[src/rtl/fb_scanout_reader.sv]
`timescale 1ns/1ps
`default_nettype none
// ============================================================================
// Module   : fb_scanout_reader
// Purpose  : Raster scan-out of a 32x32-cell, 8-bit-per-cell framebuffer to
//            VGA 640x480@60 with a fixed 16-colour palette. Issues one RAM
//            read per pixel tick and aligns syncs/blank with the colour data.
// Revision : 1.0 - initial release
// ============================================================================
module fb_scanout_reader #(
  parameter logic [15:0] BASE_ADDR = 16'h200,
  parameter int          CELL_W    = 20,
  parameter int          CELL_H    = 15
) (
  input  logic        clock,
  input  logic        reset_n,
  output logic [15:0] rd_addr,
  input  logic [7:0]  rd_data,
  output logic [9:0]  VGA_R,
  output logic [9:0]  VGA_G,
  output logic [9:0]  VGA_B,
  output logic        VGA_CLK,
  output logic        VGA_HS,
  output logic        VGA_VS,
  output logic        VGA_BLANK,
  output logic        VGA_SYNC,
  output logic        vblank,
  output logic        frame_start
);

  // Visible area is 32 cells in each direction; porches/sync widths are fixed.
  localparam int H_VIS = 32 * CELL_W;
  localparam int V_VIS = 32 * CELL_H;

  localparam logic [9:0] H_VIS_W    = 10'(H_VIS);
  localparam logic [9:0] H_VIS_LAST = 10'(H_VIS - 1);
  localparam logic [9:0] H_SYNC_BEG = 10'(H_VIS + 16);
  localparam logic [9:0] H_SYNC_END = 10'(H_VIS + 112);
  localparam logic [9:0] H_LAST     = 10'(H_VIS + 159);
  localparam logic [9:0] V_VIS_W    = 10'(V_VIS);
  localparam logic [9:0] V_VIS_LAST = 10'(V_VIS - 1);
  localparam logic [9:0] V_SYNC_BEG = 10'(V_VIS + 10);
  localparam logic [9:0] V_SYNC_END = 10'(V_VIS + 12);
  localparam logic [9:0] V_LAST     = 10'(V_VIS + 44);
  localparam logic [7:0] SUBC_LAST  = 8'(CELL_W - 1);
  localparam logic [7:0] SUBR_LAST  = 8'(CELL_H - 1);

  logic       pix_en_q, pix_en_d;
  logic       vga_clk_q, vga_clk_d;
  logic [9:0] h_q, h_d, v_q, v_d;
  logic [4:0] col_q, col_d, row_q, row_d;
  logic [7:0] subcol_q, subcol_d, subrow_q, subrow_d;
  logic [15:0] rd_addr_q, rd_addr_d;
  logic       vis1_q, vis1_d, hs1_q, hs1_d, vs1_q, vs1_d;
  logic       vis2_q, vis2_d, hs2_q, hs2_d, vs2_q, vs2_d;
  logic [9:0] r_q, r_d, g_q, g_d, b_q, b_d;
  logic       vblank_q, vblank_d;
  logic       frame_start_q, frame_start_d;
  logic       vis_now, hs_now, vs_now;
  logic [23:0] rgb24;
  logic [3:0] rd_data_unused;

  assign rd_data_unused = rd_data[7:4];

  function automatic logic [23:0] palette(input logic [3:0] idx);
    case (idx)
      4'h0: palette = 24'h000000;
      4'h1: palette = 24'hFFFFFF;
      4'h2: palette = 24'h880000;
      4'h3: palette = 24'hAAFFEE;
      4'h4: palette = 24'hCC44CC;
      4'h5: palette = 24'h00CC55;
      4'h6: palette = 24'h0000AA;
      4'h7: palette = 24'hEEEE77;
      4'h8: palette = 24'hDD8855;
      4'h9: palette = 24'h664400;
      4'hA: palette = 24'hFF7777;
      4'hB: palette = 24'h333333;
      4'hC: palette = 24'h777777;
      4'hD: palette = 24'hAAFF66;
      4'hE: palette = 24'h0088FF;
      4'hF: palette = 24'hBBBBBB;
      default: palette = 24'h000000;
    endcase
  endfunction

  // Next-state logic: raster counters, cell walk, read address and the
  // two-stage pipeline that lines syncs/blank up with the returned colour.
  always_comb begin
    pix_en_d      = ~pix_en_q;
    vga_clk_d     = pix_en_q;
    h_d           = h_q;
    v_d           = v_q;
    col_d         = col_q;
    row_d         = row_q;
    subcol_d      = subcol_q;
    subrow_d      = subrow_q;
    rd_addr_d     = rd_addr_q;
    vis1_d        = vis1_q;
    hs1_d         = hs1_q;
    vs1_d         = vs1_q;
    vis2_d        = vis2_q;
    hs2_d         = hs2_q;
    vs2_d         = vs2_q;
    r_d           = r_q;
    g_d           = g_q;
    b_d           = b_q;
    vis_now       = (h_q < H_VIS_W) && (v_q < V_VIS_W);
    hs_now        = !((h_q >= H_SYNC_BEG) && (h_q < H_SYNC_END));
    vs_now        = !((v_q >= V_SYNC_BEG) && (v_q < V_SYNC_END));
    rgb24         = palette(rd_data[3:0]);
    frame_start_d = pix_en_q && (h_q == 10'd0) && (v_q == 10'd0);

    if (pix_en_q) begin
      if (h_q == H_LAST) begin
        h_d      = 10'd0;
        col_d    = 5'd0;
        subcol_d = 8'd0;
        if (v_q == V_LAST) begin
          v_d      = 10'd0;
          row_d    = 5'd0;
          subrow_d = 8'd0;
        end else begin
          v_d = v_q + 10'd1;
          // Row only advances between visible lines; it holds through vblank.
          if (v_q < V_VIS_LAST) begin
            if (subrow_q == SUBR_LAST) begin
              subrow_d = 8'd0;
              row_d    = row_q + 5'd1;
            end else begin
              subrow_d = subrow_q + 8'd1;
            end
          end
        end
      end else begin
        h_d = h_q + 10'd1;
        // Column holds at the last visible pixel and through the porches.
        if ((v_q < V_VIS_W) && (h_q < H_VIS_LAST)) begin
          if (subcol_q == SUBC_LAST) begin
            subcol_d = 8'd0;
            col_d    = col_q + 5'd1;
          end else begin
            subcol_d = subcol_q + 8'd1;
          end
        end
      end

      if (vis_now) begin
        rd_addr_d = BASE_ADDR + {6'd0, row_q, col_q};
      end
      vis1_d = vis_now;
      hs1_d  = hs_now;
      vs1_d  = vs_now;

      vis2_d = vis1_q;
      hs2_d  = hs1_q;
      vs2_d  = vs1_q;
      r_d    = vis1_q ? {rgb24[23:16], rgb24[23:22]} : 10'd0;
      g_d    = vis1_q ? {rgb24[15:8],  rgb24[15:14]} : 10'd0;
      b_d    = vis1_q ? {rgb24[7:0],   rgb24[7:6]}   : 10'd0;
    end

    vblank_d = (v_d >= V_VIS_W);
  end

  // State registers; reset puts the raster at (0,0) with outputs idle.
  always_ff @(posedge clock or negedge reset_n) begin
    if (!reset_n) begin
      pix_en_q      <= 1'b0;
      vga_clk_q     <= 1'b1;
      h_q           <= 10'd0;
      v_q           <= 10'd0;
      col_q         <= 5'd0;
      row_q         <= 5'd0;
      subcol_q      <= 8'd0;
      subrow_q      <= 8'd0;
      rd_addr_q     <= BASE_ADDR;
      vis1_q        <= 1'b0;
      hs1_q         <= 1'b1;
      vs1_q         <= 1'b1;
      vis2_q        <= 1'b0;
      hs2_q         <= 1'b1;
      vs2_q         <= 1'b1;
      r_q           <= 10'd0;
      g_q           <= 10'd0;
      b_q           <= 10'd0;
      vblank_q      <= 1'b0;
      frame_start_q <= 1'b0;
    end else begin
      pix_en_q      <= pix_en_d;
      vga_clk_q     <= vga_clk_d;
      h_q           <= h_d;
      v_q           <= v_d;
      col_q         <= col_d;
      row_q         <= row_d;
      subcol_q      <= subcol_d;
      subrow_q      <= subrow_d;
      rd_addr_q     <= rd_addr_d;
      vis1_q        <= vis1_d;
      hs1_q         <= hs1_d;
      vs1_q         <= vs1_d;
      vis2_q        <= vis2_d;
      hs2_q         <= hs2_d;
      vs2_q         <= vs2_d;
      r_q           <= r_d;
      g_q           <= g_d;
      b_q           <= b_d;
      vblank_q      <= vblank_d;
      frame_start_q <= frame_start_d;
    end
  end

  assign rd_addr     = rd_addr_q;
  assign VGA_R       = r_q;
  assign VGA_G       = g_q;
  assign VGA_B       = b_q;
  assign VGA_CLK     = vga_clk_q;
  assign VGA_HS      = hs2_q;
  assign VGA_VS      = vs2_q;
  assign VGA_BLANK   = vis2_q;
  assign VGA_SYNC    = 1'b0;
  assign vblank      = vblank_q;
  assign frame_start = frame_start_q;

endmodule
`default_nettype wire

[config.mk]
export PLATFORM = sky130hd
export DESIGN_NAME = fb_scanout_reader
export DESIGN_NICKNAME = d
export VERILOG_FILES = /design/src/rtl/fb_scanout_reader.sv
export SDC_FILE = /design/constraint.sdc
export NUM_CORES = 1
export LEC_CHECK = 0
export BUFFER_PORTS_ARGS = -buffer_cell sky130_fd_sc_hd__buf_2
export CORE_MARGIN = 2
export CORE_UTILIZATION = 45
export CTS_CLUSTER_DIAMETER = 60
export CTS_CLUSTER_SIZE = 20
export DETAILED_ROUTE_END_ITERATION = 8
export GPL_TIMING_DRIVEN = 0
export PLACE_DENSITY_LB_ADDON = 0.1
export SLEW_MARGIN = 20
export SYNTH_ARGS = -nofsm -noshare
export SYNTH_HDL_FRONTEND = slang
export SYNTH_SLANG_ARGS = --single-unit
[constraint.sdc]
create_clock -name clock -period 6 [get_ports clock]
set_input_delay 1.2 -clock clock [delete_from_list [all_inputs] [get_ports clock]]
set_output_delay 1.2 -clock clock [all_outputs]
set_load 0.02 [all_outputs]
Word level (Yosys, flattened, before mapping)
Memories as Yosys holds them, arrays and structs flattened.
Cells that the tools add are included.
- register bits: 102
- memory bits (read-only): 384
- input bits: 10
- output and inout port bits: 53
- memories: 1
- memories (memory ; words ; bits a word ; read ports ; clocked after memory_dff ; write ports ; RTL line ; RTL):
    (name not given) ; 16 ; 24 ; 1 ; 0 ; 0 ; 66 ; case (idx)
- add/sub/neg operators: 7
- order comparisons: 9
- eq/ne operators: 4
- muxes and demuxes: 19
- bitwise logic cells: 1
- reduce and logical (&&, ||, !) cells: 19
- operators by type and width (operator ; count):
    10-bit 2-to-1 mux ; 7
    8-bit 2-to-1 mux ; 6
    10-bit < comparator (second input constant) ; 3
    10-bit by 9-bit < comparator with 1-bit output (second input constant) ; 3
    5-bit 2-to-1 mux ; 6
    10-bit by 1-bit adder with 10-bit output (second input constant) ; 2
    10-bit == test (second input constant) ; 2
    10-bit by 9-bit >= comparator with 1-bit output (second input constant) ; 2
    10-bit zero test ; 2
    8-bit by 1-bit adder with 8-bit output (second input constant) ; 2
    10-bit by 10-bit adder with 11-bit output (first input constant) ; 1
    5-bit by 1-bit adder with 5-bit output (second input constant) ; 2
    10-bit >= comparator (second input constant) ; 1
    8-bit by 4-bit == test with 1-bit output (second input constant) ; 1
    8-bit by 5-bit == test with 1-bit output (second input constant) ; 1
    2-bit nonzero test ; 4
    1-bit logical AND ; 6
    3-bit AND reduction ; 2
    2-bit AND reduction ; 2
    4-bit AND reduction ; 1
    1-bit zero test ; 2
    1-bit inverter ; 1

Depth between registers and ports, before layout
Gate-level depths: netlist of run 1.
- word-level depth: 5
- gate-level depth with buffers: 9
- mapped depth without buffers: 7

Least setup slack after synthesis of run 1
Ideal clock, no wire load.
- path type: in2reg
- start point: in rd_data[2]
- end point: reg b_q[5], in the netlist VGA_B[5]
- library setup time: 0.079 ns
- arrival: 2.275 ns
- required time: 5.921 ns
- setup slack: 3.646 ns
- stages: 6
- buffers on the path: 1
- cell sequence: clkbuf_1 inv_1 ha_1 inv_1 mux2_2 o2bb2ai_1
- word-level cells in the longest chain between the ends: 2
- ends and longest elaborated chain (what ; RTL line ; RTL):
    start: declaration ; 18 ; input logic [7:0] rd_data,
    memory read 16 x 24 bit ; n/a ;
    10-bit 2-to-1 mux ; 160 ; b_d = vis1_q ? {rgb24[7:0], rgb24[7:6]} : 10'd0;
    end signal: assignment ; 186 ; b_q <= 10'd0;
    end signal: assignment ; 207 ; b_q <= b_d;
    end: declaration ; 56 ; logic [9:0] r_q, r_d, g_q, g_d, b_q, b_d;
Every way passes these cells.
A chain may end at the register's enable or synchronous reset.

Worst setup path in the final report of run 1
- start point: reg v_q[1]
- end point: reg row_q[1]
- word-level cells in the longest chain between the ends: 3
- ends and longest elaborated chain (what ; RTL line ; RTL):
    start: declaration ; 50 ; logic [9:0] h_q, h_d, v_q, v_d;
    start signal: assignment ; 193 ; v_q <= v_d;
    10-bit by 9-bit < comparator with 1-bit output or 10-bit == test (tied branches) ; 126, 119 ;
    2-bit nonzero test (no line) ; n/a ;
    4-bit AND reduction (no line) ; n/a ;
    end signal: assignment ; 195 ; row_q <= row_d;
    end: declaration ; 51 ; logic [4:0] col_q, col_d, row_q, row_d;
Parallel ways exist; a longest one is shown, timed or not.

==> results_dict.tcl, run 1 <==
set metrics [dict create \
    row_count 36 \
    multiInputGateArea_sq_um 2117 \
    worstSetupPathType "reg -> reg" \
    p_leak_nw 2.408 \
    area_growth_pct 15.25 \
    dr.pass1.iters 4 \
    drtIter0Drc 149 \
    rr_worst_depth 6 \
    start_util_pct 45.99 \
    wl_per_cell_um 14.08 \
    fin_tns_setup_ns 0 \
    ys_types 67 \
    synth_ff_type "dfrtp_1" \
    arrival_ns 2.87 \
    cp_max_fo 10 \
    drive_above_1_share_pct 27.63 \
    tightest_slew_ns 0.6818 \
    min_path_cells 0 \
    grt_pass1_wl_um 15280 \
    portBuffers 50 \
    cp-end-kind "register" \
    yosys.area.top_type "dfrtp_1" \
    fin_nets 538 \
    drt_wl_total_um 9112 \
    yosysMostFrequentCell "dfrtp_1" \
    num_vias 3470 \
    pre_cts_ws_ns 3.450 \
    synth_top_area_share_pct 41.01 \
    place_congestion 0.8524 \
    avgSynthCellArea_sq_um 10.08 \
    max-cap-violations 0 \
    syn-instance-count 442 \
    core_region_area_sq_um 9684 \
    grt_overflow 0 \
    netlist_top_cells_count "dfrtp_1 (73), o21ai_0 (34), nand2_1 (29)" \
    clock-sinks 79 \
    clk_latency_ns 0.35 \
    fillCellCount 903 \
    post_cts_buffers 0 \
    cts_max_path_buffers 2 \
    clkTransAtPathRegs_ns 0.09 \
    synth_edf_count 0 \
    skew_ns 0.01096 \
    ir_worst_vdd_v 0.0001107 \
    fin_crit_sh_pct 42.99 \
    synth_warnings 0 \
    cts_hold_buf 0 \
    clock.fmax_ghz 0.3877 \
    cts-resized-gates 0 \
    ys_async_sr_fraction_pct 100.0 \
    ys_seq_area_share_pct 44.55 \
    setup_violations 0 \
    num_antenna_cells 0 \
    syn_area_sq_um 4454 \
    synth-seq-cells 79 \
    rsz0062_at_grt "no" \
    period_minus_slack_ns 2.579 \
    die_area_sq_um 10710 \
    startpoint_type "register" \
    antenna_found_initial 0 \
    vias_per_cell 5.363 \
    hold_path.class "reg -> reg" \
    io_pins 63 \
    p_per_area_nw_per_um2 214.2 \
    grt_util_all_layers_pct 18.12 \
    place_hpwl_um 6533 \
    cts_buffers 9 \
    grt_max_degree 42 \
    die_x_um 103.5 \
    dieHeight_um 103.5 \
    final.setup.worst_slack_ns 3.421 \
    cts_tree "done" \
    hold_viol 0 \
    ctsHtreeMaxLevel 3 \
    antenna_left 0 \
    netlist_top_cells_area "dfrtp_1 (41%), ha_1 (5.3%), buf_4 (4.4%)" \
    cts_root_buf "clkbuf_8" \
    outcome "finished, final reports clean" \
    finalMaxSlewViolations 0 \
    grt_pass1_vias 3159 \
    regArea_sq_um 1984 \
    relSlewSlack_pct 54.07 \
    drc 0 \
    critical_path_required_ns 6.29 \
]
-- layer usage --
layer  track usage, %  vias up  wire (um)
li1                 -     1709          -
met1            26.93     1673       4629
met2            27.00       76       3997
met3            2.688       12        348
met4            6.377        0        137
met5                0        -          0
-- critical path, cell delays in order (launching register included) --
cell	delay, ns
dfrtp_1	0.47
ha_1	0.26
and4_1	0.23
o21ai_0	0.55
a22oi_1	0.38
or4b_1	0.55
nand2_1	0.08
-- worst paths after layout --
path                                    start                    to  slack (ns)
min in group asynchronous             reset_n      v_q[3]$_DFF_PN0_        0.81
setup reg to reg             v_q[1]$_DFF_PN0_  row_q[1]$_DFFE_PN0P_        3.42
hold reg to reg            pix_en_q$_DFF_PN0_     VGA_CLK$_DFF_PN1_        0.47
max in group asynchronous             reset_n    VGA_HS$_DFFE_PN1P_        4.55
hold / removal             pix_en_q$_DFF_PN0_     VGA_CLK$_DFF_PN1_        0.47
setup / recovery             v_q[1]$_DFF_PN0_  row_q[1]$_DFFE_PN0P_        3.42
-- kinds of logic (layout without fill, tap and decap cells) --
family | after synthesis | in the layout | synth area share [%]
buf+inv | 65 | 132 | 8.343
other cells | 1 | 6 | 0.08419
fa+ha+maj | 19 | 19 | 5.337
flops | 79 | 79 | 44.55
xor+xnor | 12 | 12 | 2.528
simple gates | 138 | 138 | 18.03
compound gates | 110 | 110 | 16.66
mux | 18 | 18 | 4.466
-- cell usage in the layout (no fill, tap or decap), drive strengths merged, types with 7 or more instances in the layout --
cell / netlist / routed
mux2: 15 / 15
nand4: 10 / 10
nor3: 12 / 12
xor2: 7 / 7
o2bb2ai: 10 / 10
dfrtp: 73 / 73
a21oi: 17 / 17
nand3: 15 / 15
o31ai: 10 / 10
o21ai: 37 / 37
inv: 22 / 22
ha: 19 / 19
buf: 37 / 88
nand2: 29 / 29
clkbuf: 6 / 16
nor2: 27 / 27
-- where the power goes --
| group | internal [W] | leakage [nW] | switching, W | total [W] |
|---|---|---|---|---|
| logic | 0.0000426 | 1.28 | 0.0000659 | 0.000109 |
| clock network | 0.000244 | 0.116 | 0.000200 | 0.000445 |
| registers | 0.000540 | 1.01 | 0.00000675 | 0.000547 |
-- through the flow --
step,total power [W],instances,util (%),area (sq um),hold WS [ns]
finish,0.001100,647,53.01,5134,0.4712
global route,0.001144,647,53.01,5134,0.4936
CTS,0.001114,647,53.01,5134,0.4720
detailed placement,0.0006671,631,50.72,4912,0.4545
global placement,0.0006648,630,50.49,4890,0.4497
floorplan,0.0006276,447,-,4473,0.4056
-- cell type report --
cell class | instances | share of cell area [%]
Inverter | 22 | 1.609
Sequential cell | 79 | 38.65
Multi-Input combinational cell | 303 | 41.24
Tap cell | 133 | 3.242
Clock buffer | 10 | 2.681
Timing Repair Buffer | 51 | 5.313
Clock inverter | 6 | 1.633
Buffer | 43 | 5.630
-- registers in the layout, indices dropped and copies added (netlist names) --
signal / cells
h_q: 10
col_q: 5
vis1_q: 1
frame_start: 1
VGA_R: 4
row_q: 5
hs1_q: 1
VGA_BLANK: 1
subrow_q: 8
subcol_q: 8
vblank: 1
pix_en_q: 1
VGA_G: 4
VGA_VS: 1
VGA_B: 4
VGA_CLK: 1
vs1_q: 1
rd_addr: 11
v_q: 10
VGA_HS: 1
Power figures use the tool's default switching activity.
==> run 2: changes to the inputs <==
==> constraint.sdc (replaced) <==
create_clock -name clock -period 2.3 [get_ports clock]
set_input_delay 0.46 -clock clock [delete_from_list [all_inputs] [get_ports clock]]
set_output_delay 0.46 -clock clock [all_outputs]
set_load 0.02 [all_outputs]
==> run 2 against run 1 <==
Effect of this change: register-to-register slack worse by 3.4 ns; sequential power rose to 2.6 times the previous value; critical path depth up 1; hold slack worse by 0.39 ns; cell count up 0.62%; first-iteration DRC count down 9.4%; via count about the same; sequential share of layout area down 0.82 points; combinational power rose to 2.6 times the previous value; setup slack worse by 3.4 ns; highest routed layer unchanged.
==> results_dict.tcl, run 2 (synthesis results as in run 1) <==
set metrics [dict create \
    p_per_area_nw_per_um2 547.2 \
    final.setup.worst_slack_ns 0.06492 \
    critPathMaxStageDelay_ns 0.43 \
    clock-sinks 79 \
    clkPwrFrac_pct 40.4 \
    row_count 36 \
    post_dp_cell_area_sq_um 4912 \
    dr.pass1.iters 4 \
    hold_viol 0 \
    area_growth_pct 17.75 \
    antenna_found_initial 0 \
    p_leak_nw 2.439 \
    dieHeight_um 103.5 \
    grt_overflow 0 \
    startpoint_type "register" \
    period_minus_slack_ns 2.235 \
    finalMaxSlewViolations 0 \
    power_w 0.002870 \
    arrival_ns 2.48 \
    outcome "finished, final reports clean" \
    wl_per_cell_um 14.19 \
    cp_cell_sequence "ha_4 -> nand4_4 -> or3_4 -> buf_6 -> or3_4 -> xnor2_2 -> a41o_1" \
    cts_root_buf "clkbuf_8" \
    largest_register_ffs 11 \
    cts_hold_buf 0 \
    pre_cts_ws_ns -0.2496 \
    vias_per_cell 5.333 \
    drc 0 \
    setup_violations 0 \
    die_x_um 103.5 \
    grt_max_degree 42 \
    grt_pass1_wl_um 15370 \
    grt_pass1_vias 3161 \
    tightest_slew_ns 0.5318 \
    antenna_left 0 \
    crit_slowest_cell "dfrtp_1" \
    p_seq_share_pct 49.7 \
    ir_worst_vdd_v 0.0002893 \
    cts_max_path_buffers 2 \
    num_antenna_cells 0 \
    relSlewSlack_pct 64.55 \
    p_sw_share_pct 24.84 \
    cts_tree "done" \
    place_congestion 0.8524 \
    finish.instance_area_sq_um 5245 \
    critical_path_required_ns 2.54 \
    fin_crit_sh_pct 97.18 \
    place_hpwl_um 6533 \
    drt_wl_total_um 9235 \
    io_pins 63 \
    final_common_cell "dfrtp_1" \
    ctsHtreeMaxLevel 3 \
    max-cap-violations 0 \
    hold_ws_ns 0.07753 \
    cts_buffers 9 \
    fin_nets 542 \
    worstSetupPathType "reg -> reg" \
    hold_path.class "in -> async" \
    drtIter0Drc 135 \
    netSwitchingPower_w 0.0007129 \
    fillCellCount 885 \
    clkTransAtPathRegs_ns 0.08 \
    clk_latency_ns 0.35 \
    cp_max_fo 9 \
    cp_common_cell "or3_4" \
    die_area_sq_um 10710 \
    core_region_area_sq_um 9684 \
    start_util_pct 45.99 \
    portBuffers 50 \
    fin_tns_setup_ns 0 \
    rsz0062_at_grt "yes" \
    drive_above_1_share_pct 29.73 \
    num_vias 3472 \
    p_int_w 0.002157 \
    cpLargestDelayFamily "simple AND/OR/NAND/NOR gates" \
    most-common-layout-cells "dfrtp_1 (73), buf_2 (53), o21ai_0 (33)" \
    grt_util_all_layers_pct 18.22 \
    critPathBufInv 1 \
    clock.fmax_ghz 0.4474 \
    cp-end-kind "register" \
    skew_ns 0.01308 \
    power_frac_comb_pct 9.9 \
]
[run 2: changes by cell type in the layout (fill, tap and decap cells not counted), sizes merged]
cell    previous run  this run
buf               88        91
clkbuf            16        17
[run 2: path summary, 6_finish.rpt]
path,startpoint,end,slack [ns],cells after the start
setup / recovery,h_q[1]$_DFFE_PN0P_,vblank$_DFF_PN0_,0.06,7
hold / removal,reset_n,v_q[3]$_DFF_PN0_,0.08,1
setup reg to reg,h_q[1]$_DFFE_PN0P_,vblank$_DFF_PN0_,0.06,7
hold reg to reg,rd_addr[9]$_DFFE_PN1P_,rd_addr[9]$_DFFE_PN1P_,0.47,2
max in group asynchronous,reset_n,VGA_VS$_DFFE_PN1P_,1.59,2
min in group clock,rd_addr[9]$_DFFE_PN1P_,rd_addr[9]$_DFFE_PN1P_,0.47,2
[run 2: routing by layer]
layer / track usage (%) / share of wire, % / vias to the layer above
met3: 2.688 / 3.3 / 9
met2: 27.34 / 45 / 57
met5: 0 / 0 / -
met1: 27.08 / 51 / 1680
met4: 6.073 / 1.2 / 0
li1: - / - / 1726
[run 2: layout make-up]
cell class | count | area [sq um] | share of cell area [%]
plain buffers | 43 | 292.8 | 5.582
repair buffers | 55 | 302.8 | 5.773
multi-input cells | 303 | 2195 | 41.84
inverters | 22 | 82.58 | 1.574
well taps | 133 | 166.4 | 3.173
flip-flops and latches | 79 | 1984 | 37.83
clock buffers | 10 | 137.6 | 2.624
clock inverters | 6 | 83.83 | 1.598
[run 2: power by group through the flow]
| stage | clock [W] | sequential [W] | combinational [W] |
|---|---|---|---|
| 6_report | 0.00116 | 0.00143 | 0.000283 |
| 5_1_grt | 0.00124 | 0.00143 | 0.000319 |
| 4_1_cts | 0.00119 | 0.00143 | 0.000287 |
| 3_5_place_dp | 0 | 0.00145 | 0.000286 |
| 3_3_place_gp | 0 | 0.00145 | 0.000281 |
| 2_1_floorplan | 0 | 0.00148 | 0.000159 |
[run 2: timing repair]
action,CTS,global route
buffers inserted,1,3
resized for setup,9,7
pin swaps,1,2
setup endpoints to repair,18,20
[run 2: metrics by stage]
step	std cells	utilization (%)
floorplan	447	-
global placement	630	50.49
detailed placement	631	50.72
CTS	648	53.51
global route	651	54.16
finish	651	54.16
==> run 3: changes to the inputs <==
--- a/config.mk
+++ b/config.mk
@@ -6,7 +6,6 @@
 export NUM_CORES = 1
 export LEC_CHECK = 0
 export BUFFER_PORTS_ARGS = -buffer_cell sky130_fd_sc_hd__buf_2
-export CORE_MARGIN = 2
 export CORE_UTILIZATION = 45
 export CTS_CLUSTER_DIAMETER = 60
 export CTS_CLUSTER_SIZE = 20
==> run 3 against run 2 <==
Effect of this change: via count is 0.23% higher; register-to-register slack hardly changed; count of clock-buffer cells in the layout is 3 higher; power is 4.2% higher; sequential share of layout area is 0.13 points lower; combinational power hardly changed; clock skew hardly changed; first-iteration DRC count is 29% higher; largest cell class unchanged; highest routed layer unchanged.
==> results_dict.tcl, run 3 (synthesis results as in run 1) <==
set metrics [dict create \
    critPathMaxStageDelay_ns 0.43 \
    num_vias 3480 \
    grt_max_degree 41 \
    num_antenna_cells 0 \
    outcome "finished, final reports clean" \
    antenna_left 0 \
    drc 0 \
    grt_pass1_vias 3194 \
    start_util_pct 47.31 \
    cts_tree "done" \
    die_x_um 101.5 \
    final_common_cell "dfrtp_1" \
    portBuffers 50 \
    drt_wl_total_um 9275 \
    ir_worst_vdd_v 0.0003866 \
    fin_tns_setup_ns 0 \
    power_w 0.002991 \
    cts_root_buf "clkbuf_8" \
    grt_overflow 0 \
    clk_latency_ns 0.35 \
    dr.pass1.iters 4 \
    area_growth_pct 18.23 \
    startpoint_type "register" \
    post_dp_cell_area_sq_um 4907 \
    fin_nets 541 \
    fin_crit_sh_pct 96.72 \
    max-cap-violations 0 \
    drive_above_1_share_pct 29.40 \
    cp_cell_sequence "or2_1 -> buf_6 -> or3_4 -> buf_6 -> or3_4 -> xnor2_2 -> a41o_1" \
    critical_path_required_ns 2.54 \
    clkTransAtPathRegs_ns 0.08 \
    dieHeight_um 101.5 \
    core_region_area_sq_um 9415 \
    finish.utilization_pct 55.93 \
    ff2ff_setup_slack_ns 0.08 \
    crit_slowest_cell "dfrtp_1" \
    worstSetupPathType "reg -> reg" \
    ctsHtreeMaxLevel 3 \
    clock.fmax_ghz 0.4495 \
    hold_viol 0 \
    tightest_slew_ns 0.5221 \
    largest_register_ffs 11 \
    place_congestion 0.8370 \
    grt_pass1_wl_um 15710 \
    finalMaxSlewViolations 0 \
    grt_util_all_layers_pct 19.53 \
    wl_per_cell_um 14.36 \
    place_hpwl_um 6582 \
    finish.instance_area_sq_um 5266 \
    vias_per_cell 5.387 \
    skew_ns 0.01280 \
    clock-sinks 79 \
    cts_max_path_buffers 2 \
    drtIter0Drc 174 \
    p_per_area_nw_per_um2 567.9 \
    cp_max_fo 9 \
    row_count 35 \
    period_minus_slack_ns 2.225 \
    most-common-layout-cells "dfrtp_1 (72), buf_2 (52), o21ai_0 (33)" \
    cp-end-kind "register" \
    antenna_found_initial 0 \
    setup_violations 0 \
    p_leak_nw 2.436 \
    cts_buffers 9 \
    arrival_ns 2.46 \
    relSlewSlack_pct 65.19 \
    cts_hold_buf 0 \
    hold_path.class "in -> async" \
    io_pins 63 \
    die_area_sq_um 10300 \
]
==> run 3: where the power goes <==
group	internal, W	switching (W)
Clock	0.000782	0.000499
Sequential	0.00141	0.0000174
Combinational	0.000111	0.000172
==> run 3: per-layer routing <==
layer  global-route usage [%]  up-vias  wire (um)  part of all wire, %
li1                         -     1724          -                    -
met1                    27.39     1669       4635                   50
met2                    30.72       80       4215                   45
met3                    3.934        7        324                  3.5
met4                    5.686        0        100                  1.1
met5                        0        -          0                    0
==> run 3: path summary, 6_finish.rpt <==
| kind | to | from | cells past startpoint |
|---|---|---|---|
| worst min-delay path | v_q[1]$_DFF_PN0_ | reset_n | 1 |
| worst max-delay path | vblank$_DFF_PN0_ | h_q[5]$_DFFE_PN0P_ | 7 |
| worst min register to register | rd_addr[9]$_DFFE_PN1P_ | rd_addr[9]$_DFFE_PN1P_ | 2 |
| max in group asynchronous | VGA_VS$_DFFE_PN1P_ | reset_n | 2 |
| min in group clock | rd_addr[9]$_DFFE_PN1P_ | rd_addr[9]$_DFFE_PN1P_ | 2 |
| worst max register to register | vblank$_DFF_PN0_ | h_q[5]$_DFFE_PN0P_ | 7 |
==> run 3: what timing repair did <==
action                                  CTS  global route
buffers inserted                          1             2
endpoints found under the setup margin   18            24
gates cloned                              0             0
gates resized for setup                   6            13
pin swaps                                 1             2
hold endpoints to repair                  0             0
==> run 3: per-stage QoR <==
step,setup slack (ns),hold WS [ns],std cells
global placement,-0.2358,0.4471,626
finish,0.07543,0.07731,646
CTS,-0.009942,0.08850,644
floorplan,0.1456,0.1644,447
detailed placement,-0.2315,0.4578,627
global route,-0.002313,0.1062,646
==> run 3: area by class of cell <==
class | count | area [sq um]
fillers | 826 | 4149
clock inverters | 3 | 90.09
inverters | 22 | 82.58
multi-input cells | 303 | 2197
flip-flops and latches | 79 | 1986
well taps | 129 | 161.4
plain buffers | 43 | 295.3
clock buffers | 13 | 158.9
repair buffers | 54 | 295.3
==> run 3: worst max-delay path, delay by kind of cell, from the launching register on <==
| kind | cells | cell delay [ns] |
|---|---|---|
| simple gates | 3 | 1.00 |
| flops | 1 | 0.43 |
| buf+inv | 2 | 0.29 |
| compound gates | 1 | 0.24 |
| xor+xnor | 1 | 0.15 |
